<file path="src/rtl/uart_tx_engine_if.sv">
// TX FIFO read port: empty flag and head data from the FIFO, pop pulse back to it.
interface uart_tx_engine_if #(
  parameter int DATA_WIDTH = 8
);
  logic                  fifo_empty;
  logic [DATA_WIDTH-1:0] fifo_rdata;
  logic                  fifo_pop;

  modport master (output fifo_empty, output fifo_rdata, input fifo_pop);
  modport slave  (input fifo_empty, input fifo_rdata, output fifo_pop);
endinterface

</file>
<file path="src/rtl/uart_tx_engine.sv">
// UART serializer: pops one FIFO byte per frame; line falls 1 clk after the pop and a frame lasts D*(bits) clks.
// Waits on fifo_empty/tx_enable; a back-to-back pop lands in the last stop-bit cycle, so there is no idle gap.
module uart_tx_engine #(
  parameter int DATA_WIDTH = 8,
  parameter int DIV_WIDTH  = 16
) (
  input  logic                 clk,
  input  logic                 n_rst,
  input  logic                 tx_enable,
  input  logic [DIV_WIDTH-1:0] baud_div,
  input  logic                 parity_en,
  input  logic                 parity_odd,
  input  logic                 stop2,
  uart_tx_engine_if.slave      fifo,
  output logic                 tx_serial,
  output logic                 tx_busy,
  output logic                 tx_done
);

  localparam int BW = (DATA_WIDTH > 2) ? $clog2(DATA_WIDTH) : 1;

  typedef enum logic [2:0] {IDLE, START, DATA, PARITY, STOP} state_t;

  state_t                state;
  logic [DIV_WIDTH-1:0]  baud_cnt;
  logic [DIV_WIDTH-1:0]  div_q;
  logic [DIV_WIDTH-1:0]  div_clamp;
  logic [BW-1:0]         bit_cnt;
  logic [DATA_WIDTH-1:0] shreg;
  logic                  par_en_q;
  logic                  par_bit_q;
  logic                  stop2_q;
  logic                  load;
  logic                  tick;
  logic                  frame_end;
  logic                  pop;

  assign div_clamp = (baud_div < DIV_WIDTH'(2)) ? DIV_WIDTH'(2) : baud_div;
  assign tick      = (baud_cnt == (div_q - DIV_WIDTH'(1)));
  // In STOP the bit counter indexes stop bits: 0 only, or 0 then 1.
  assign frame_end = (state == STOP) && tick && (bit_cnt[0] == stop2_q);
  // Gating with n_rst keeps a pop from leaking out while reset is held.
  assign load      = tx_enable & ~fifo.fifo_empty & n_rst;
  assign pop       = load & ((state == IDLE) | frame_end);

  assign fifo.fifo_pop = pop;
  assign tx_done       = frame_end;

  always_ff @(posedge clk or negedge n_rst) begin
    if (!n_rst) begin
      state     <= IDLE;
      baud_cnt  <= '0;
      bit_cnt   <= '0;
      shreg     <= '0;
      div_q     <= DIV_WIDTH'(2);
      par_en_q  <= 1'b0;
      par_bit_q <= 1'b0;
      stop2_q   <= 1'b0;
      tx_serial <= 1'b1;
      tx_busy   <= 1'b0;
    end else if (pop) begin
      state     <= START;
      baud_cnt  <= '0;
      bit_cnt   <= '0;
      shreg     <= fifo.fifo_rdata;
      div_q     <= div_clamp;
      par_en_q  <= parity_en;
      par_bit_q <= (^fifo.fifo_rdata) ^ parity_odd;
      stop2_q   <= stop2;
      tx_serial <= 1'b0;
      tx_busy   <= 1'b1;
    end else if (state != IDLE) begin
      if (!tick) begin
        baud_cnt <= baud_cnt + DIV_WIDTH'(1);
      end else begin
        baud_cnt <= '0;
        case (state)
          START: begin
            state     <= DATA;
            tx_serial <= shreg[0];
          end
          DATA: begin
            if (bit_cnt == BW'(DATA_WIDTH - 1)) begin
              bit_cnt <= '0;
              if (par_en_q) begin
                state     <= PARITY;
                tx_serial <= par_bit_q;
              end else begin
                state     <= STOP;
                tx_serial <= 1'b1;
              end
            end else begin
              bit_cnt   <= bit_cnt + BW'(1);
              shreg     <= shreg >> 1;
              tx_serial <= shreg[1];
            end
          end
          PARITY: begin
            state     <= STOP;
            tx_serial <= 1'b1;
          end
          STOP: begin
            if (bit_cnt[0] == stop2_q) begin
              state   <= IDLE;
              bit_cnt <= '0;
              tx_busy <= 1'b0;
            end else begin
              bit_cnt <= bit_cnt + BW'(1);
            end
          end
          default: begin
            state     <= IDLE;
            tx_serial <= 1'b1;
            tx_busy   <= 1'b0;
          end
        endcase
      end
    end
  end

endmodule

</file>
<file path="src/flat_wrapper.sv">
// flat-port wrapper written by rule: the top's interface ports become plain ports
module uart_tx_engine_flat 
#(
  parameter int DATA_WIDTH = 8,
  parameter int DIV_WIDTH  = 16
)
  (clk, n_rst, tx_enable, baud_div, parity_en, parity_odd, stop2, tx_serial, tx_busy, tx_done, fifo_fifo_empty, fifo_fifo_rdata, fifo_fifo_pop);
  uart_tx_engine_if #(.DATA_WIDTH(DATA_WIDTH)) fifo_i ();
  input  logic clk;
  input  logic n_rst;
  input  logic tx_enable;
  input  logic [DIV_WIDTH-1:0] baud_div;
  input  logic parity_en;
  input  logic parity_odd;
  input  logic stop2;
  output logic tx_serial;
  output logic tx_busy;
  output logic tx_done;
  input wire logic [$bits(fifo_i.fifo_empty)-1:0] fifo_fifo_empty;
  input wire logic [$bits(fifo_i.fifo_rdata)-1:0] fifo_fifo_rdata;
  output wire logic [$bits(fifo_i.fifo_pop)-1:0] fifo_fifo_pop;
  assign fifo_i.fifo_empty = fifo_fifo_empty;
  assign fifo_i.fifo_rdata = fifo_fifo_rdata;
  assign fifo_fifo_pop = fifo_i.fifo_pop;
  uart_tx_engine #(.DATA_WIDTH(DATA_WIDTH), .DIV_WIDTH(DIV_WIDTH)) u_core (.clk(clk), .n_rst(n_rst), .tx_enable(tx_enable), .baud_div(baud_div), .parity_en(parity_en), .parity_odd(parity_odd), .stop2(stop2), .fifo(fifo_i), .tx_serial(tx_serial), .tx_busy(tx_busy), .tx_done(tx_done));
endmodule
</file>
<file path="config.mk">
export PLATFORM = sky130hd
export DESIGN_NAME = uart_tx_engine_flat
export DESIGN_NICKNAME = d
export VERILOG_FILES = /design/src/rtl/uart_tx_engine_if.sv /design/src/rtl/uart_tx_engine.sv /design/src/flat_wrapper.sv
export SDC_FILE = /design/constraint.sdc
export NUM_CORES = 1
export LEC_CHECK = 0
export CAP_MARGIN = 25
export CORE_MARGIN = 2
export CORE_UTILIZATION = 50
export CTS_CLUSTER_SIZE = 12
export DETAILED_ROUTE_END_ITERATION = 8
export PLACE_DENSITY = 0.71
export SYNTH_ARGS = -nofsm -noshare
export SYNTH_HDL_FRONTEND = slang
export SYNTH_SLANG_ARGS = --single-unit
</file>
<file path="constraint.sdc">
create_clock -name clk -period 4.35 [get_ports clk]
set_input_delay 0.87 -clock clk [delete_from_list [all_inputs] [get_ports clk]]
set_output_delay 0.87 -clock clk [all_outputs]
set_load 0.1 [all_outputs]
</file>
==> flow_summary.json, run 1 <==
{
  "outcome": "complete, no violations",
  "postCtsHoldBufs": 0,
  "netlist.area_leader.share_pct": 39.5,
  "highest_layer": "met4",
  "yosys.cell_types.count": 55,
  "diodes": 0,
  "start_kind": "register",
  "layout.cells.non_filler": 450,
  "grt_pass1_wl_mm": 11.5,
  "cts_root_buf": "clkbuf_8",
  "path_cells": "inv_1 > ha_1 > or3b_1 > nor3_1 > xnor2_1 > a2111oi_1 > and4_2 > and4_1 > buf_12",
  "ys_seq_area_share_pct": 41.2,
  "ys_ff_latch": 51,
  "critical_path_required_ns": 3.48,
  "cp_max_fo": 13,
  "clk_path_buf_depth": 2,
  "critPathBufInv": 2,
  "hold_violations": 0,
  "layout.nets": 411,
  "start_util_pct": 52.1,
  "cp_top_family": "simple AND/OR/NAND/NOR gates",
  "tritoncts": "yes",
  "max_clock_freq_ghz": 0.257,
  "synth_area_per_cell_um2": 8.91,
  "met2_length_mm": 3.23,
  "grt_pass1_vias": 2408,
  "h-tree-depth": 2,
  "power_per_cell_area_mw_per_mm2": 479,
  "vdd_drop_max_mv": 0.207,
  "pin_count": 35,
  "synth_edf_count": 0,
  "viasPerCell": 5.74,
  "min_path_cells": 2,
  "synth_commonest_cells": "59 x nand2_1, 49 x dfrtp_1, 35 x nor2_1",
  "period_minus_slack_ns": 3.89,
  "synth_most_common_cell": "nand2_1",
  "worst_pin_slew_ns": 0.962,
  "max_stage_delay_ns": 0.50,
  "grt_overflow": 0,
  "cts_buffers": 5,
  "die_h_um": 82.7,
  "ant_nets": 0,
  "portBuffers": 34,
  "post-route-period-util_pct": 89.5,
  "yosys_most_used_dff": "dfrtp_1",
  "drc": 0,
  "leakage_uw": 0.00156,
  "die_w_um": 82.7,
  "async_flop_share_pct": 100,
  "clock_latency_ns": 0.30,
  "rsz0062_at_grt": "no",
  "drt-total-wl_mm": 6.76,
  "relSlewSlack_pct": 35.7,
  "grt_usage_pct": 22.0,
  "gp_congestion": 0.846,
  "antenna_found_initial": 0,
  "drive_gt1_share_pct": 6.93,
  "slowest_stage": "and4_2",
  "hp-class": "reg -> reg",
  "core_mm2": 0.00596,
  "worst_setup_path_end_kind": "primary output",
  "drv_cap": 0,
  "hp-start": "u_core.stop2_q",
  "area_delta_synth_final_pct": 14.6,
  "clkTransAtPathRegs_ns": 0.09,
  "r2r_cells": 9,
  "fillers": 557,
  "dieArea_mm2": 0.00685,
  "clock_sinks": 51,
  "cts_resized": 0,
  "worstSetupPathType": "reg -> out",
  "slew_violations": 0,
  "num_vias": 2584,
  "cts_setup_buffers": 0,
  "synth_area_leader_cell": "dfrtp_1",
  "ys_top_cells_by_area": "dfrtp_1 40%, nand2_1 7.1%, xnor2_1 5.9%, xor2_1 5.4%, nor2_1 4.2%",
  "syn_inst": 348,
  "hold-worst-slack_ns": 0.482,
  "reg2reg_from": "u_core.div_q[0]",
  "r2r_slack_ns": 1.07,
  "dr.pass1.iters": 4,
  "grt_max_degree": 53,
  "drtIter0Drc": 119,
  "timing.rr.end": "u_core.shreg[0]",
  "fin_tns_setup_ns": 0,
  "ys_warn_count": 0,
  "row_count": 28,
  "syn_area_mm2": 0.00310,
  "wl_per_cell_um": 15.0,
  "dp_hpwl_mm": 4.98,
  "placed_cells": 443,
  "worstPathArrival_ns": 3.02,
  "finClkSkew_ns": 0.00778,
  "syn-num-nets": 384,
  "wl_met1_mm": 3.05,
  "setup_viol": 0,
  "dr_wl_met3_um": 369,
  "holdPathEnd": "u_core.stop2_q"
}
## stage by stage
step	power, uW	instance area [um^2]	setup slack [ns]	util, %
finish	1700	3550	0.456	59.6
global route	1830	3550	0.280	59.6
CTS	1710	3550	0.435	59.6
detailed placement	1430	3460	0.764	58.2
global placement	1420	3460	0.862	58.2
floorplan	1270	3100	0.613	-
## routing by layer
metal  GRT usage, %  vias to the layer above
li1               -                     1280
met1           29.7                     1238
met2           35.7                       59
met3           4.67                        7
met4           6.07                        0
met5              0                        -
## worst max path at each step
stage / startpoint / end / slack, ns / cells past startpoint
6_report: u_core.div_q[0] / tx_done / 0.46 / 9
3_5_place_dp: u_core.div_q[0] / tx_done / 0.76 / 9
5_1_grt: u_core.div_q[0] / tx_done / 0.28 / 9
3_3_place_gp: u_core.div_q[0] / tx_done / 0.86 / 9
2_1_floorplan: u_core.div_q[0] / tx_done / 0.61 / 9
4_1_cts: u_core.div_q[0] / tx_done / 0.44 / 9
## layout by cell type (no fill, tap or decap), types with 9 or more instances in the layout
| master | n |
|---|---|
| nand2_1 | 59 |
| dfrtp_1 | 49 |
| nor2_1 | 35 |
| clkdlybuf4s50_1 | 31 |
| xnor2_1 | 21 |
| xor2_1 | 19 |
| o21ai_0 | 12 |
| nor3_1 | 11 |
| inv_1 | 10 |
| o22ai_1 | 9 |
## registers in the layout, indices dropped and copies added (netlist names)
| name | cells |
|---|---|
| u_core.par_en_q | 1 |
| u_core.div_q | 16 |
| u_core.shreg | 8 |
| u_core.state | 3 |
| u_core.stop2_q | 1 |
| u_core.tx_busy | 1 |
| u_core.tx_serial | 1 |
| u_core.bit_cnt | 3 |
| u_core.par_bit_q | 1 |
| u_core.baud_cnt | 16 |
## logic make-up after synthesis
| kind of cell | Yosys count | synth area share [%] |
|---|---|---|
| compound gates | 65 | 15.1 |
| xor+xnor | 40 | 11.3 |
| fa+ha+maj | 5 | 2.02 |
| buf+inv | 28 | 4.84 |
| flops | 51 | 41.2 |
| mux | 3 | 1.05 |
| simple gates | 156 | 24.5 |
## report_power, final
group | internal [uW] | switching, uW
combinational | 308 | 338
sequential | 594 | 183
clock | 125 | 155
## area by class of cell
type / count / area, um^2 / area share, %
multi-input cells: 269 / 1670 / 47.1
flip-flops and latches: 51 / 1280 / 36.0
repair buffers: 37 / 378 / 10.6
well taps: 75 / 93.8 / 2.64
clock buffers: 6 / 82.6 / 2.32
inverters: 11 / 42.5 / 1.20
clock inverters: 1 / 5.00 / 0.141
## worst register-to-register path, cell delays in order, from the launching register on
cell       delay (ns)
dfrtp_1          0.43
inv_1            0.09
ha_1             0.20
or3b_1           0.40
nor3_1           0.22
xnor2_1          0.10
a2111oi_1        0.30
and4_2           0.50
a21o_1           0.63
o2bb2a_1         0.30
(Power assumes the default switching activity.)
==> inputs of run 2 (changes only) <==
--- a/config.mk
+++ b/config.mk
@@ -8,7 +8,6 @@
 export CAP_MARGIN = 25
 export CORE_MARGIN = 2
 export CORE_UTILIZATION = 50
-export CTS_CLUSTER_SIZE = 12
 export DETAILED_ROUTE_END_ITERATION = 8
 export PLACE_DENSITY = 0.71
 export SYNTH_ARGS = -nofsm -noshare
==> results of run 2 <==
Final layout, timing and power as in run 1 (identical DEF).
